[config.mk]
export PLATFORM = sky130hd
export DESIGN_NAME = fsmc_slave_arbiter
export DESIGN_NICKNAME = d
export VERILOG_FILES = /design/src/rtl/fsmc_slave_arbiter.sv
export SDC_FILE = /design/constraint.sdc
export NUM_CORES = 1
export LEC_CHECK = 0
export CAP_MARGIN = 10
export CORE_ASPECT_RATIO = 0.9
export CORE_UTILIZATION = 38
export CTS_BUF_LIST = sky130_fd_sc_hd__clkbuf_4
export CTS_CLUSTER_DIAMETER = 100
export DETAILED_ROUTE_END_ITERATION = 8
export HOLD_SLACK_MARGIN = 0.12
export PLACE_DENSITY = 0.9
export SLEW_MARGIN = 25
export SYNTH_ARGS = -nofsm -noshare
export SYNTH_HDL_FRONTEND = slang
export SYNTH_SLANG_ARGS = --single-unit
[constraint.sdc]
create_clock -name clk -period 1.8 [get_ports clk]
set_input_delay 0.54 -clock clk [delete_from_list [all_inputs] [get_ports clk]]
set_output_delay 0.54 -clock clk [all_outputs]
set_load 0.005 [all_outputs]
[src/rtl/fsmc_slave_arbiter.sv]
// Routes one-hot FSMC chip-select accesses to per-slave strobes, waits for ack, bounds with timeout.
// Build macro FSMC_ARB_STATS_EN adds saturating acc_cnt/to_cnt statistics outputs.
module fsmc_slave_arbiter #(
  parameter int unsigned       NUM_SLAVES   = 4,
  parameter int unsigned       DATA_W       = 16,
  parameter int unsigned       TIMEOUT_CYC  = 64,
  parameter logic [DATA_W-1:0] TIMEOUT_DATA = 16'hDEAD
) (
  input  logic                         clk,
  input  logic                         reset_n,
  input  logic [NUM_SLAVES-1:0]        cs,
  input  logic                         state,
  input  logic [DATA_W-1:0]            wr_data,
  output logic [DATA_W-1:0]            rd_data,
  output logic [NUM_SLAVES-1:0]        slv_sel,
  output logic                         slv_rd,
  output logic                         slv_wr,
  output logic [DATA_W-1:0]            slv_wdata,
  input  logic [NUM_SLAVES*DATA_W-1:0] slv_rdata,
  input  logic [NUM_SLAVES-1:0]        slv_ack,
  output logic                         busy,
  input  logic                         err_clr,
  output logic                         err_timeout,
  output logic                         err_multi
`ifdef FSMC_ARB_STATS_EN
  ,
  output logic [15:0]                  acc_cnt,
  output logic [15:0]                  to_cnt
`endif
);

  localparam logic [1:0] IDLE = 2'd0;
  localparam logic [1:0] REQ  = 2'd1;
  localparam logic [1:0] HOLD = 2'd2;

  localparam int unsigned     CntW    = (TIMEOUT_CYC > 1) ? $clog2(TIMEOUT_CYC) : 1;
  localparam logic [CntW-1:0] CntLast = CntW'(TIMEOUT_CYC - 1);

  logic [1:0]            r_state, w_state;
  logic [CntW-1:0]       r_cnt, w_cnt;
  logic [NUM_SLAVES-1:0] r_sel, w_sel;
  logic                  r_rd, w_rd, r_wr, w_wr;
  logic [DATA_W-1:0]     r_wdata, w_wdata, r_rdata, w_rdata, w_slice;
  logic                  r_err_to, w_err_to, r_err_multi, w_err_multi;
  logic                  w_ack, w_timeout, w_to_set;

  always_comb begin
    w_slice = '0;
    for (int i = 0; i < NUM_SLAVES; i++) begin
      if (r_sel[i]) w_slice = slv_rdata[DATA_W*i +: DATA_W];
    end
  end

  // Only the latched slave's ack counts; stray acks are ignored.
  assign w_ack     = |(slv_ack & r_sel);
  assign w_timeout = (r_cnt == CntLast);

  always_comb begin
    w_state     = r_state;
    w_cnt       = r_cnt;
    w_sel       = r_sel;
    w_rd        = r_rd;
    w_wr        = r_wr;
    w_wdata     = r_wdata;
    w_rdata     = r_rdata;
    w_to_set    = 1'b0;
    w_err_multi = r_err_multi & ~err_clr;
    case (r_state)
      IDLE: begin
        if ($onehot(cs)) begin
          w_state = REQ;
          w_cnt   = '0;
          w_sel   = cs;
          w_rd    = state;
          w_wr    = ~state;
          w_wdata = wr_data;
        end else if (cs != '0) begin
          w_state     = HOLD;
          w_err_multi = 1'b1;
        end
      end
      REQ: begin
        // Priority: ack, then host abort, then timeout.
        if (w_ack) begin
          if (r_rd) w_rdata = w_slice;
          w_state = HOLD;
        end else if (cs == '0) begin
          w_state = IDLE;
        end else if (w_timeout) begin
          if (r_rd) w_rdata = TIMEOUT_DATA;
          w_to_set = 1'b1;
          w_state  = HOLD;
        end else begin
          w_cnt = r_cnt + CntW'(1);
        end
        if (w_state != REQ) begin
          w_sel = '0;
          w_rd  = 1'b0;
          w_wr  = 1'b0;
        end
      end
      HOLD: begin
        if (cs == '0) w_state = IDLE;
      end
      default: w_state = IDLE;
    endcase
    w_err_to = (r_err_to & ~err_clr) | w_to_set;
  end

  always_ff @(posedge clk or negedge reset_n) begin
    if (!reset_n) begin
      r_state     <= IDLE;
      r_cnt       <= '0;
      r_sel       <= '0;
      r_rd        <= 1'b0;
      r_wr        <= 1'b0;
      r_wdata     <= '0;
      r_rdata     <= '0;
      r_err_to    <= 1'b0;
      r_err_multi <= 1'b0;
    end else begin
      r_state     <= w_state;
      r_cnt       <= w_cnt;
      r_sel       <= w_sel;
      r_rd        <= w_rd;
      r_wr        <= w_wr;
      r_wdata     <= w_wdata;
      r_rdata     <= w_rdata;
      r_err_to    <= w_err_to;
      r_err_multi <= w_err_multi;
    end
  end

  assign rd_data     = r_rdata;
  assign slv_sel     = r_sel;
  assign slv_rd      = r_rd;
  assign slv_wr      = r_wr;
  assign slv_wdata   = r_wdata;
  assign busy        = (r_state != IDLE);
  assign err_timeout = r_err_to;
  assign err_multi   = r_err_multi;

`ifdef FSMC_ARB_STATS_EN
  logic [15:0] r_acc_cnt, r_to_cnt;
  logic        w_acc_evt;

  assign w_acc_evt = (r_state == REQ) && w_ack;

  // A clear coinciding with an event leaves the counter at 1, mirroring set-wins on the flags.
  always_ff @(posedge clk or negedge reset_n) begin
    if (!reset_n) begin
      r_acc_cnt <= '0;
      r_to_cnt  <= '0;
    end else begin
      if (err_clr) r_acc_cnt <= {15'd0, w_acc_evt};
      else if (w_acc_evt && (r_acc_cnt != 16'hFFFF)) r_acc_cnt <= r_acc_cnt + 16'd1;
      if (err_clr) r_to_cnt <= {15'd0, w_to_set};
      else if (w_to_set && (r_to_cnt != 16'hFFFF)) r_to_cnt <= r_to_cnt + 16'd1;
    end
  end

  assign acc_cnt = r_acc_cnt;
  assign to_cnt  = r_to_cnt;
`endif

endmodule
==> reports/results.env <==
R2R_START='slv_sel[0]$_DFFE_PN0P_'
DP_CELLS=488
SYNTH.NET_COUNT=346
SYN-CELL-AREA_MM2=0.00278
YS.WARNINGS.COUNT=0
ANTENNA_LEFT=0
SEQ_AREA_FRAC_SYNTH=0.432
POST_ROUTE_CELLS_DRIVE_ABOVE_1_SHARE=0.291
ROUTE.DETAILED.WL_PER_INST_UM=16.7
YS.FLOP_TYPE='dfrtp_1'
VIA_PER_INST=5.30
CP_TOP_FAMILY='adder cells'
VIA_COUNT_OF_THE_FIRST_GLOBAL_ROUTING_PASS=2756
GRTUSAGETOTAL=0.226
TRITONCTS_CLOCK_TREE='done'
CORE_BOX_AREA_MM2=0.00708
DETAILROUTE.VIA_COUNT=2728
DIEHEIGHT_UM=83.2
POWER_PER_CELL_AREA_mW_PER_MM2=757
FF2FF_PATH_DEPTH=5
MULTIINPUTGATEAREA_MM2=0.00149
R2R-END='r_cnt[2]$_DFFE_PN0P_'
HOLD_PATH_DEPTH=1
MAX_FREQ_GHz=0.446
FF2FF_SETUP_SLACK_NS=0.03
MAXCAPVIOLATIONS=0
IO_BUFFERS=132
DRT_ITER0_DRC=104
ARRIVAL_NS=2.48
POST_LAYOUT_NONFILLER_INSTANCES=515
FIN_SETUP_TNS_NS=-9.89
DIE_WIDTH_UM=92.2
SYN_INST=249
WORST_SETUP_HOLD_PATH_CLK_SLEW_NS=0.14
CRITICAL_PATH_REQUIRED_NS=2.04
WORSTSETUPPATHDEPTH=10
CRIT_CHAIN='buf_8, inv_8, fa_1, inv_1, ha_2, ha_4, or3b_4, buf_4, a22oi_2, o22ai_1'
FLOORPLAN.INITIALDENSITY=0.393
CTSHTREEMAXLEVEL=2
YS_ASYNC_SR_FRACTION=1.00
WORST_SLEW_MARGIN_REL=0.747
CLOCKBUFFERDEPTH=2
SYN_TO_FINAL_GROWTH_PCT=66.6
NUM_ROWS=29
NUM-FILL-CELLS=573
CRIT_FANOUT=4
SYNTH_EDF_COUNT=0
GRT_START_MAX_NET_PINS=49
DRT-PASS1-ITER-COUNT=4
VDD_DROP_MAX_mV=0.564
MAX_STAGE_DELAY_NS=0.53
WORSTSETUPPATHTYPE='input port to register'
CRIT_PATH_END_KIND='register'
GLOBALROUTE.TOTALOVERFLOW=0
TRITONCTS.NUM_BUFFERS=5
TIMING.FINAL.HOLD_VIOLATIONS=0
CLOCK_SINK_COUNT=48
LAYOUT_SETUP_WS_NS=-0.442
WORST_PATH_MAX_DELAY_CELL='fa_1'
GLOBALPLACE.CONGESTION=0.818
FINCLKSKEW_NS=0.0136
RSZ0062_AT_GRT='true'
POWER_LEAKAGE_uW=0.00202
ANTENNA_FIX_CELLS=0
WORST_PIN_SLEW_NS=0.379
FAILED_CHECKS='setup timing'
DRT-TOTAL-WL_UM=8600
POSTSYNTHREGISTERBITS=48
REGISTER_AREA_MM2=0.00120
PLACE.DETAILED.HPWL_UM=6330
RUN_STATUS='complete, but fails checks'
HOLD_WS_NS=0.505
MIN_PERIOD_NS=2.24
DRC=0
SETUP_VIOLATIONS=31
CRITICAL_PATH_BUF_INV_COUNT=4
HP-START='rd_data[9]$_DFFE_PN0P_'
DIE_AREA_MM2=0.00767
GRT_PASS1_WL_UM=13700
START_KIND='input port'
FINAL_NETS=518
IO_PINS=133
ROOT_BUFFER_CELL='clkbuf_4'
SLEW_VIOLATIONS=0
CLK_LATENCY_NS=0.37
GRT_ANTENNA_BEFORE_REPAIR=0
HOLD_END='rd_data[9]$_DFFE_PN0P_'
SYN-MEAN-INSTANCE-AREA_UM2=11.2
TIMING.HOLD.WORST.CLASS='register to register'
POST_SYNTH_NUM_CELL_TYPES=53
POST-ROUTE-PERIOD-UTIL=1.25
==> report_power, final <==
| part | switching, uW | total [uW] | internal, uW |
|---|---|---|---|
| Combinational | 585 | 1490 | 906 |
| Sequential | 129 | 1470 | 1340 |
| Clock | 381 | 544 | 163 |
| Total | 1100 | 3510 | 2410 |
==> per-layer routing <==
metal	up-vias	share of wire	wire, um	track usage
met3	7	0.059	504	0.0458
li1	1290	-	-	-
met2	106	0.53	4550	0.429
met4	0	0.0059	51	0.0298
met1	1325	0.41	3490	0.265
met5	-	0	0	0
==> registers in the layout, summed over array words and instances (netlist names), 2 cells and up <==
register   cells
slv_sel        4
rd_data       16
r_cnt          6
r_state        2
slv_wdata     16
==> synth_stat cells (5+ instances only) <==
library cell,number,area share
o22a_1,11,0.035
a22oi_1,5,0.013
mux2_2,12,0.049
buf_6,6,0.024
buf_2,5,0.0090
o22ai_1,7,0.016
nand2_1,22,0.030
a221oi_1,6,0.019
o31ai_1,16,0.043
dfrtp_1,48,0.43
clkbuf_1,5,0.0067
inv_1,13,0.018
a22o_1,7,0.022
a221oi_2,10,0.054
nor2_1,18,0.024
==> logic make-up (layout without fill, tap and decap cells) <==
group,Yosys count,count (layout),synth area share
fa+ha+maj,5,5,0.0252
buf+inv,32,205,0.0643
mux,19,19,0.0756
flops,48,48,0.432
simple gates,66,66,0.140
compound gates,79,79,0.263
==> metrics by stage <==
| stage | utilization | power (uW) | worst slack [ns] | instance area (um2) |
|---|---|---|---|---|
| floorplan | - | 2060 | -0.665 | 2830 |
| CTS | 0.644 | 3500 | -0.397 | 4560 |
| detailed placement | 0.620 | 3010 | -1.47 | 4390 |
| global placement | 0.620 | 2940 | -1.37 | 4390 |
| finish | 0.655 | 3510 | -0.442 | 4630 |
| global route | 0.655 | 3730 | -0.474 | 4630 |
==> final cells by class <==
cell class / count / area share
timing repair buffer: 183 / 0.366
clock buffer: 5 / 0.00810
inverter: 14 / 0.0130
tap: 93 / 0.0251
sequential: 48 / 0.260
clock inverter: 3 / 0.00540
multi-input combinational: 169 / 0.322
==> repair_timing <==
action	4_1_cts	5_1_grt
setup endpoints to repair	86	47
gates cloned	0	0
buffers inserted	15	3
hold buffers	1	0
gates resized for setup	65	14
endpoints found under the hold margin	14	0
pin swaps	16	8
==> layout by cell type (no fill, tap or decap), types with 2 or more instances in the layout <==
| cell | count |
|---|---|
| a22oi_4 | 2 |
| clkdlybuf4s15_1 | 2 |
| inv_2 | 3 |
| or3b_4 | 2 |
| buf_2 | 2 |
| nand3_2 | 2 |
| nor2_1 | 18 |
| ha_1 | 2 |
| nand2_1 | 22 |
| buf_8 | 2 |
| buf_12 | 2 |
| mux2_1 | 4 |
| o22a_1 | 11 |
| nor2b_1 | 2 |
| dlymetal6s2s_1 | 3 |
| mux2_2 | 12 |
| o31ai_1 | 15 |
| o22ai_1 | 7 |
| nand3_1 | 2 |
| a21oi_2 | 3 |
| inv_1 | 10 |
| clkbuf_4 | 5 |
| mux2i_1 | 3 |
| buf_4 | 47 |
| o31ai_2 | 2 |
| dfrtp_2 | 3 |
| dlygate4sd2_1 | 36 |
| inv_6 | 2 |
| a221oi_2 | 9 |
| dfrtp_1 | 45 |
| a22o_1 | 7 |
| a22oi_2 | 5 |
| a221oi_1 | 6 |
| clkdlybuf4s50_1 | 87 |
==> worst reg2reg max path, cell delays in order, from the launching register on <==
cell     delay, ns
dfrtp_2       0.44
buf_4         0.16
a22o_1        0.30
nor4_4        0.38
and3_1        0.22
mux2i_1       0.19
==> worst max-delay path by stage <==
| stage | from | end | slack [ns] |
|---|---|---|---|
| 2_1_floorplan | cs[3] | slv_sel[2]$_DFFE_PN0P_ | -0.67 |
| 3_3_place_gp | cs[3] | slv_wr$_DFFE_PN0P_ | -1.37 |
| 3_5_place_dp | cs[3] | slv_rd$_DFFE_PN0P_ | -1.47 |
| 4_1_cts | cs[3] | slv_sel[2]$_DFFE_PN0P_ | -0.40 |
| 5_1_grt | cs[3] | slv_sel[2]$_DFFE_PN0P_ | -0.47 |
| 6_report | cs[3] | slv_sel[2]$_DFFE_PN0P_ | -0.44 |
Power figures use the tool's default switching activity.
